[src/rtl/mem_port_arbiter.sv]
`default_nettype none
// ============================================================================
// Module : mem_port_arbiter
// Fetch / load-store arbiter and sequencer for the single-port 256x32 memory.
// Rev    : 1.0  initial release
// ============================================================================
module mem_port_arbiter #(
    parameter int STARVE_LIMIT = 2
) (
    input  logic        clk,
    input  logic        rst_n,
    input  logic        if_req,
    input  logic [7:0]  if_addr,
    output logic        if_gnt,
    output logic        if_done,
    output logic [31:0] if_rdata,
    input  logic        dm_req,
    input  logic        dm_we,
    input  logic [7:0]  dm_addr,
    input  logic [31:0] dm_wdata,
    input  logic [3:0]  dm_mask,
    output logic        dm_gnt,
    output logic        dm_done,
    output logic [31:0] dm_rdata,
    output logic        mem_request,
    output logic        mem_re_we,
    output logic [7:0]  mem_address,
    output logic [31:0] mem_data_in,
    output logic [3:0]  mem_mask,
    input  logic        mem_valid,
    input  logic [31:0] mem_data_out
);

    typedef enum logic [1:0] {
        IDLE    = 2'd0,
        ISSUE   = 2'd1,
        CAPTURE = 2'd2,
        RESP    = 2'd3
    } state_t;

    localparam logic [3:0] c_starve_limit = 4'(STARVE_LIMIT);

    state_t      r_state, w_state_nxt;
    logic        r_sel_if, w_sel_if_nxt;
    logic        r_we, w_we_nxt;
    logic [3:0]  r_starve_cnt, w_starve_cnt_nxt;
    logic        w_win_if;
    logic        w_if_gnt_nxt, w_dm_gnt_nxt, w_if_done_nxt, w_dm_done_nxt;
    logic [31:0] w_if_rdata_nxt, w_dm_rdata_nxt;
    logic        w_mem_request_nxt, w_mem_re_we_nxt;
    logic [7:0]  w_mem_address_nxt;
    logic [31:0] w_mem_data_in_nxt;
    logic [3:0]  w_mem_mask_nxt;

    always_comb begin
        w_state_nxt       = r_state;
        w_sel_if_nxt      = r_sel_if;
        w_we_nxt          = r_we;
        w_starve_cnt_nxt  = r_starve_cnt;
        w_if_gnt_nxt      = 1'b0;
        w_dm_gnt_nxt      = 1'b0;
        w_if_done_nxt     = 1'b0;
        w_dm_done_nxt     = 1'b0;
        w_if_rdata_nxt    = if_rdata;
        w_dm_rdata_nxt    = dm_rdata;
        w_mem_request_nxt = 1'b0;
        w_mem_re_we_nxt   = 1'b0;
        w_mem_address_nxt = mem_address;
        w_mem_data_in_nxt = mem_data_in;
        w_mem_mask_nxt    = mem_mask;
        // Fetch wins when load/store is idle or has starved it long enough.
        w_win_if = !dm_req || (if_req && (r_starve_cnt == c_starve_limit));

        case (r_state)
            IDLE: begin
                if (if_req || dm_req) begin
                    w_state_nxt       = ISSUE;
                    w_sel_if_nxt      = w_win_if;
                    w_mem_request_nxt = 1'b1;
                    if (w_win_if) begin
                        w_we_nxt          = 1'b0;
                        w_mem_address_nxt = if_addr;
                        w_mem_data_in_nxt = 32'd0;
                        w_mem_mask_nxt    = 4'd0;
                        w_if_gnt_nxt      = 1'b1;
                        w_starve_cnt_nxt  = 4'd0;
                    end else begin
                        w_we_nxt          = dm_we;
                        w_mem_re_we_nxt   = dm_we;
                        w_mem_address_nxt = dm_addr;
                        w_mem_data_in_nxt = dm_wdata;
                        w_mem_mask_nxt    = dm_mask;
                        w_dm_gnt_nxt      = 1'b1;
                        if (!if_req)
                            w_starve_cnt_nxt = 4'd0;
                        else if (r_starve_cnt < c_starve_limit)
                            w_starve_cnt_nxt = r_starve_cnt + 4'd1;
                    end
                end
            end
            ISSUE: begin
                // Only load/store can write, so a write always completes on dm.
                if (r_we) begin
                    w_state_nxt   = RESP;
                    w_dm_done_nxt = 1'b1;
                end else begin
                    w_state_nxt = CAPTURE;
                end
            end
            CAPTURE: begin
                if (mem_valid) begin
                    w_state_nxt = RESP;
                    if (r_sel_if) begin
                        w_if_rdata_nxt = mem_data_out;
                        w_if_done_nxt  = 1'b1;
                    end else begin
                        w_dm_rdata_nxt = mem_data_out;
                        w_dm_done_nxt  = 1'b1;
                    end
                end
            end
            RESP:    w_state_nxt = IDLE;
            default: w_state_nxt = IDLE;
        endcase
    end

    always_ff @(posedge clk or negedge rst_n) begin
        if (!rst_n) begin
            r_state      <= IDLE;
            r_sel_if     <= 1'b0;
            r_we         <= 1'b0;
            r_starve_cnt <= 4'd0;
            if_gnt       <= 1'b0;
            dm_gnt       <= 1'b0;
            if_done      <= 1'b0;
            dm_done      <= 1'b0;
            if_rdata     <= 32'd0;
            dm_rdata     <= 32'd0;
            mem_request  <= 1'b0;
            mem_re_we    <= 1'b0;
            mem_address  <= 8'd0;
            mem_data_in  <= 32'd0;
            mem_mask     <= 4'd0;
        end else begin
            r_state      <= w_state_nxt;
            r_sel_if     <= w_sel_if_nxt;
            r_we         <= w_we_nxt;
            r_starve_cnt <= w_starve_cnt_nxt;
            if_gnt       <= w_if_gnt_nxt;
            dm_gnt       <= w_dm_gnt_nxt;
            if_done      <= w_if_done_nxt;
            dm_done      <= w_dm_done_nxt;
            if_rdata     <= w_if_rdata_nxt;
            dm_rdata     <= w_dm_rdata_nxt;
            mem_request  <= w_mem_request_nxt;
            mem_re_we    <= w_mem_re_we_nxt;
            mem_address  <= w_mem_address_nxt;
            mem_data_in  <= w_mem_data_in_nxt;
            mem_mask     <= w_mem_mask_nxt;
        end
    end

endmodule
`default_nettype wire
[config.mk]
export PLATFORM = sky130hd
export DESIGN_NAME = mem_port_arbiter
export DESIGN_NICKNAME = d
export VERILOG_FILES = /design/src/rtl/mem_port_arbiter.sv
export SDC_FILE = /design/constraint.sdc
export NUM_CORES = 1
export LEC_CHECK = 0
export CORE_MARGIN = 1
export CORE_UTILIZATION = 45
export DETAILED_ROUTE_END_ITERATION = 10
export HOLD_SLACK_MARGIN = 0.08
export MAX_ROUTING_LAYER = met4
export PLACE_DENSITY = 0.87
export SLEW_MARGIN = 20
export SYNTH_ARGS = -nofsm -noshare
export SYNTH_HDL_FRONTEND = slang
export SYNTH_SLANG_ARGS = --single-unit
[constraint.sdc]
create_clock -name clk -period 2.76 [get_ports clk]
set_input_delay 0.276 -clock clk [delete_from_list [all_inputs] [get_ports clk]]
set_output_delay 0.276 -clock clk [all_outputs]
set_load 0.005 [all_outputs]
==> results.toml, run 1 <==
[run_status]
run_status = "complete, no violations"

[final_layout]
drive_above_1_share_pct = 20.3
area_growth_pct = 59.0
diodes = 0
final_net_count = 623

[global_route]
grt-ovfl-total = 0
grt_pass1_wl_um = 19200
number_of_global_route_vias_before_repair = 3583
grt_start_max_net_pins = 64
grtUsageTotal_pct = 24.3
antenna_found_initial = 0

[cts]
cts-root-buf = "clkbuf_8"
cts.repair.resized = 0
cts-root-to-sink-buffers = 2
tritoncts_clock_tree = "done"
numCtsBuffers = 17
number_of_hold_repair_buffers_added_at_the_cts_stage = 1
register_clock_pin_slew_on_the_reported_worst_setup_and_hold_paths_ps = 60
cts_num_sinks = 122
post_cts.repair.setup_buffers = 0
clock_latency_ps = 500
h-tree-depth = 4

[worst_setup_path]
r2r_slack_ps = 910
critical_path.startpoint = "r_state[0]$_DFFE_PN0P_"
worstPathMaxFanout = 45
timing.critical_path.from_type = "flip-flop"
critical_path.cell_chain = "inv_1, ha_1, o21ai_4, buf_4, inv_2, nor2_1, a21oi_1"
worstReg2RegStart = "r_state[0]$_DFFE_PN0P_"
cp_slowest_cell = "buf_4"
critPathArrivalTime_ps = 2240
worst_setup_path_end_kind = "flip-flop"
worst-setup-path-type = "reg -> reg"
crit_required_ps = 3150
critical_path.max_stage_delay_ps = 440

[floorplanning]
initial_utilization_pct = 47.0
die_area_um2 = 10800
placeableCoreArea_um2 = 9910
floorplan.die.height_um = 104
die_x_um = 104
boundaryPins = 204
std_cell_rows = 36

[hold_path]
min_path_type = "in -> reg"
timing.hold.worst.start = "if_addr[2]"

[timing]
final_max_slew_viol_count = 0
setup_slack_ps = 910
finalCritPeriodShare_pct = 67.0
tns_ps = 0
tightestPinTransition_ps = 771
holdWs_ps = 327
skew_ps = 6.47
fmax_mhz = 541
rsz0062_at_grt = "no"
layout_min_cycle_time_ps = 1850
number_of_setup_violations_in_the_final_report = 0
relSlewSlack_pct = 48.6
finalHoldViolCount = 0

[logic_synthesis]
synth.lib_cells_used.distinct = 30
yosysMostFrequentCell = "dfrtp_1"
mappedNetlistNets = 411
synth_cells = 316
synthesis.area_per_instance_um2 = 14.7
netlist.top_cell.by_area = "dfrtp_1"
postSynthRegisterBits = 122
netlist.area_leader.share_pct = 65.5
postSynth.asyncResetShare_pct = 100
synth_top_cells_by_area = "dfrtp_1, mux2_2, a22o_1"
synth_edf_count = 0
synth_seq_area_share_pct = 65.5
post_synth_design_cell_area_um2 = 4660
ys_dominant_reg_cell = "dfrtp_1"
synth_top_cells_by_count = "dfrtp_1, mux2_2, a22o_1"
synthesis.yosys.warnings = 0

[placed_design]
io_buffer_count = 203
place.detailed.hpwl_um = 8290
dpl_worst_slack_ps = 689
place.gp.congestion = 0.818

[power_and_ir_drop]
p_leak_nw = 3.24
report.power.total_mw = 8.83
power_per_cell_area_nw_per_um2 = 1190
vdd_drop_max_v = 0.000514

[routing]
drc = 0
post_drt_via_cell_ratio = 5.13
ant_nets = 0
drt-pass1-iter-count = 4
wl_per_cell_um = 17.7
vias = 3455
drtIter0Drc = 125
drt-total-wl_um = 11900

[job]
cap_viol_max_count = 0
[cell type report]
type | count | area, um^2
Sequential cell | 122 | 3050
Fill cell | 642 | 2500
Timing Repair Buffer | 209 | 2090
Multi-Input combinational cell | 172 | 1490
Clock buffer | 21 | 449
Tap cell | 133 | 166
Clock inverter | 11 | 145
Inverter | 6 | 22.5
[through the flow]
stage,util (%),instances,instance area (um^2)
2_1_floorplan,-,316,4660
3_3_place_gp,68.7,641,6810
3_5_place_dp,68.7,641,6810
4_1_cts,74.8,674,7410
5_1_grt,74.8,674,7410
6_report,74.8,674,7410
[placed cells by master, fill, tap and decap left out]
cell / count
nand2_1: 11
mux2_2: 67
inv_1: 5
nand3b_1: 1
buf_12: 1
clkinvlp_4: 3
a22o_1: 37
bufinv_16: 3
nor2_2: 1
dfrtp_1: 122
and3_1: 1
clkinv_4: 2
nor3b_1: 1
and3_4: 1
clkdlybuf4s50_1: 202
nand4bb_2: 1
nor2b_1: 1
nor4b_1: 1
nand3_1: 1
nor2_1: 15
clkinv_2: 3
a21oi_1: 18
nand2b_1: 2
clkbuf_16: 16
o21ai_0: 2
a21boi_0: 1
o31ai_1: 1
inv_2: 1
a21o_1: 1
dlygate4sd3_1: 1
o21ai_4: 1
nand2_4: 1
buf_4: 5
clkbuf_8: 3
and2_4: 1
clkbuf_1: 2
ha_1: 5
[worst paths after layout]
check,depth (start not counted),endpoint
max,7,mem_address[2]$_DFFE_PN0P_
min,3,mem_address[2]$_DFFE_PN0P_
max reg2reg,7,mem_address[2]$_DFFE_PN0P_
min reg2reg,1,r_we$_DFFE_PN0P_
max in group asynchronous,3,r_we$_DFFE_PN0P_
min in group asynchronous,2,mem_address[4]$_DFFE_PN0P_
[worst max-delay path, delay by kind of cell (launching register included)]
family,cells,cell delay [ps]
DFF,1,390
and+or+nand+nor,1,150
buffers and inverters,3,720
adders and majority gates,1,290
AOI/OAI and AO/OA,2,180
[cells by family (layout without fill, tap and decap cells)]
kind of cell	Yosys count	after routing	synth area share, %
AOI/OAI and AO/OA	61	61	9.77
DFF	122	122	65.5
and+or+nand+nor	39	39	4.40
buffers and inverters	22	247	2.79
muxes	67	67	16.2
adders and majority gates	5	5	1.34
[sequential cells by signal, summed over array words and instances, names as in the netlist]
| signal | count |
|---|---|
| r_sel_if | 1 |
| r_starve_cnt | 4 |
| mem_address | 8 |
| mem_data_in | 32 |
| dm_gnt | 1 |
| dm_done | 1 |
| dm_rdata | 32 |
| r_state | 2 |
| if_gnt | 1 |
| if_done | 1 |
| if_rdata | 32 |
| mem_mask | 4 |
| r_we | 1 |
| mem_request | 1 |
| mem_re_we | 1 |
[power by group]
part | switching (mW) | internal [mW]
logic | 1.16 | 2.30
registers | 0.520 | 2.67
clock network | 0.760 | 1.42
[per-layer routing]
layer	GRT usage (%)	vias up	routed length, um
li1	-	1559	-
met1	27.9	1702	5000
met2	39.9	179	5930
met3	7.74	15	832
met4	9.18	0	159
met5	-	-	0
(Power assumes the default switching activity.)
==> inputs of run 2 (changes only) <==
- CORE_UTILIZATION: 45 -> 38
- PLACE_DENSITY: 0.87 -> 0.78
- clock period: 2.76 -> 1.5 ns (I/O delays scaled with it)
==> run 2 against run 1 <==
Final cell count increased by 5.5%. Power increased by 93%. Maximum frequency increased by 24%.
==> results.toml, run 2 (synthesized netlist as in run 1, its figures left out) <==
[run_status]
run_status = "complete, no violations"

[placed_design]
detailed_place.area_um2 = 7010
io_buffer_count = 203
place.detailed.hpwl_um = 7990
place.gp.congestion = 0.853
dpl_worst_slack_ps = -246

[floorplanning]
boundaryPins = 204
floorplan.die.height_um = 113
placeableCoreArea_um2 = 12000
initial_utilization_pct = 39.0
die_x_um = 113
std_cell_rows = 40
die_area_um2 = 12700

[worst_setup_path]
timing.critical_path.from_type = "flip-flop"
worst-setup-path-type = "reg -> reg"
crit_required_ps = 1790
worst_setup_path_end_kind = "flip-flop"
worst_path_dominant_cell_family = "buffers and inverters"
critical_path.cell_chain = "inv_2, ha_4, nand3b_1, buf_6, clkbuf_16, mux2_2"
worstPathMaxFanout = 8
critical_path.max_stage_delay_ps = 370
cp.buffers_inverters = 3
cp_slowest_cell = "dfrtp_1"
critPathArrivalTime_ps = 1780

[cts]
cts-root-to-sink-buffers = 2
cts_num_sinks = 122
h-tree-depth = 4
clock_latency_ps = 410
tritoncts_clock_tree = "done"
numCtsBuffers = 17
register_clock_pin_slew_on_the_reported_worst_setup_and_hold_paths_ps = 60
cts-root-buf = "clkbuf_16"

[final_layout]
drive_above_1_share_pct = 26.4
final_net_count = 646
layout_common_cells = "clkdlybuf4s50_1, dfrtp_1, mux2_2"
diodes = 0
final_area_um2 = 7870
area_growth_pct = 68.8
multi_input_gate_area_um2 = 1580
n_fill_cell = 858
largestRegisters = "dm_rdata: 32 flops, if_rdata: 32 flops, mem_data_in: 32 flops"
layout.cells.most_common = "clkdlybuf4s50_1"
area.sequential_um2 = 3050

[timing]
fmax_mhz = 669
finalHoldViolCount = 0
number_of_setup_violations_in_the_final_report = 0
final_max_slew_viol_count = 0
setup_slack_ps = 5.00
skew_ps = 8.91
relSlewSlack_pct = 67.6
tightestPinTransition_ps = 486
finalCritPeriodShare_pct = 99.7
rsz0062_at_grt = "yes"
layout_min_cycle_time_ps = 1500

[job]
cap_viol_max_count = 0

[global_route]
grt_start_max_net_pins = 52
grt-ovfl-total = 0
number_of_global_route_vias_before_repair = 3707
grt_pass1_wl_um = 18500
grtUsageTotal_pct = 19.6
antenna_found_initial = 0

[routing]
post_drt_via_cell_ratio = 4.93
drc = 0
wl_per_cell_um = 17.3
ant_nets = 0
drtIter0Drc = 156
drt-pass1-iter-count = 4
drt-total-wl_um = 12300
vias = 3502

[power_and_ir_drop]
power_per_cell_area_nw_per_um2 = 2170
vdd_drop_max_v = 0.00105
p_leak_nw = 3.44

[hold_path]
min_path_type = "in -> async"
run 2: what timing repair did:
action | CTS | global route
pin swaps | 1 | 5
setup buffers | 1 | 2
resized for setup | 7 | 17
endpoints found under the hold margin | 30 | 0
cloned | 0 | 5
setup endpoints to repair | 112 | 111
hold buffers | 1 | 0
run 2: worst paths after layout:
kind	startpoint	end	slack, ps	depth (start not counted)
min in group clk	if_addr[0]	mem_address[0]$_DFFE_PN0P_	290	3
worst max-delay path	r_state[0]$_DFFE_PN0P_	dm_rdata[18]$_DFFE_PN0P_	5	6
max in group asynchronous	rst_n	if_rdata[25]$_DFFE_PN0P_	610	3
worst max register to register	r_state[0]$_DFFE_PN0P_	dm_rdata[18]$_DFFE_PN0P_	5	6
worst min register to register	r_we$_DFFE_PN0P_	r_we$_DFFE_PN0P_	490	1
worst min-delay path	rst_n	if_rdata[19]$_DFFE_PN0P_	250	2
run 2: metal layers:
metal / global-route usage [%] / routed length (um) / up-vias
met1: 23.0 / 5240 / 1712
met4: 7.29 / 159 / 0
met2: 32.3 / 6150 / 166
met3: 5.62 / 728 / 20
li1: - / - / 1604
met5: - / 0 / -
run 2: worst reg2reg max path, delay by kind of cell (launching register included):
family	cells	cell delay, ps
fa+ha+maj	1	180
mux	1	330
buf+inv	3	400
simple gates	1	100
flops	1	370
run 2: per-stage QoR:
stage               TNS [ps]  utilization, %  hold slack (ps)  std cells  power (mW)
global placement       -4200            58.6              132        670        12.3
floorplan              -17.6               -             -146        316        8.24
finish                     0            65.8              248        711        17.1
detailed placement     -7720            58.6              140        670        12.5
global route           -1160            65.8              273        711        18.0
CTS                     -101            64.2              251        704        16.9
run 2: power breakdown:
group	switching [mW]	internal (mW)	leakage, nW
sequential	0.893	4.92	1.51
combinational	2.31	4.73	1.64
clock	1.49	2.71	0.292
run 2: final cells by class:
class                           count  area share, %
Clock buffer                       19           5.76
Multi-Input combinational cell    172           20.0
Timing Repair Buffer              232           30.7
Sequential cell                   122           38.8
Inverter                            6          0.286
Tap cell                          147           2.34
Clock inverter                     13           2.10
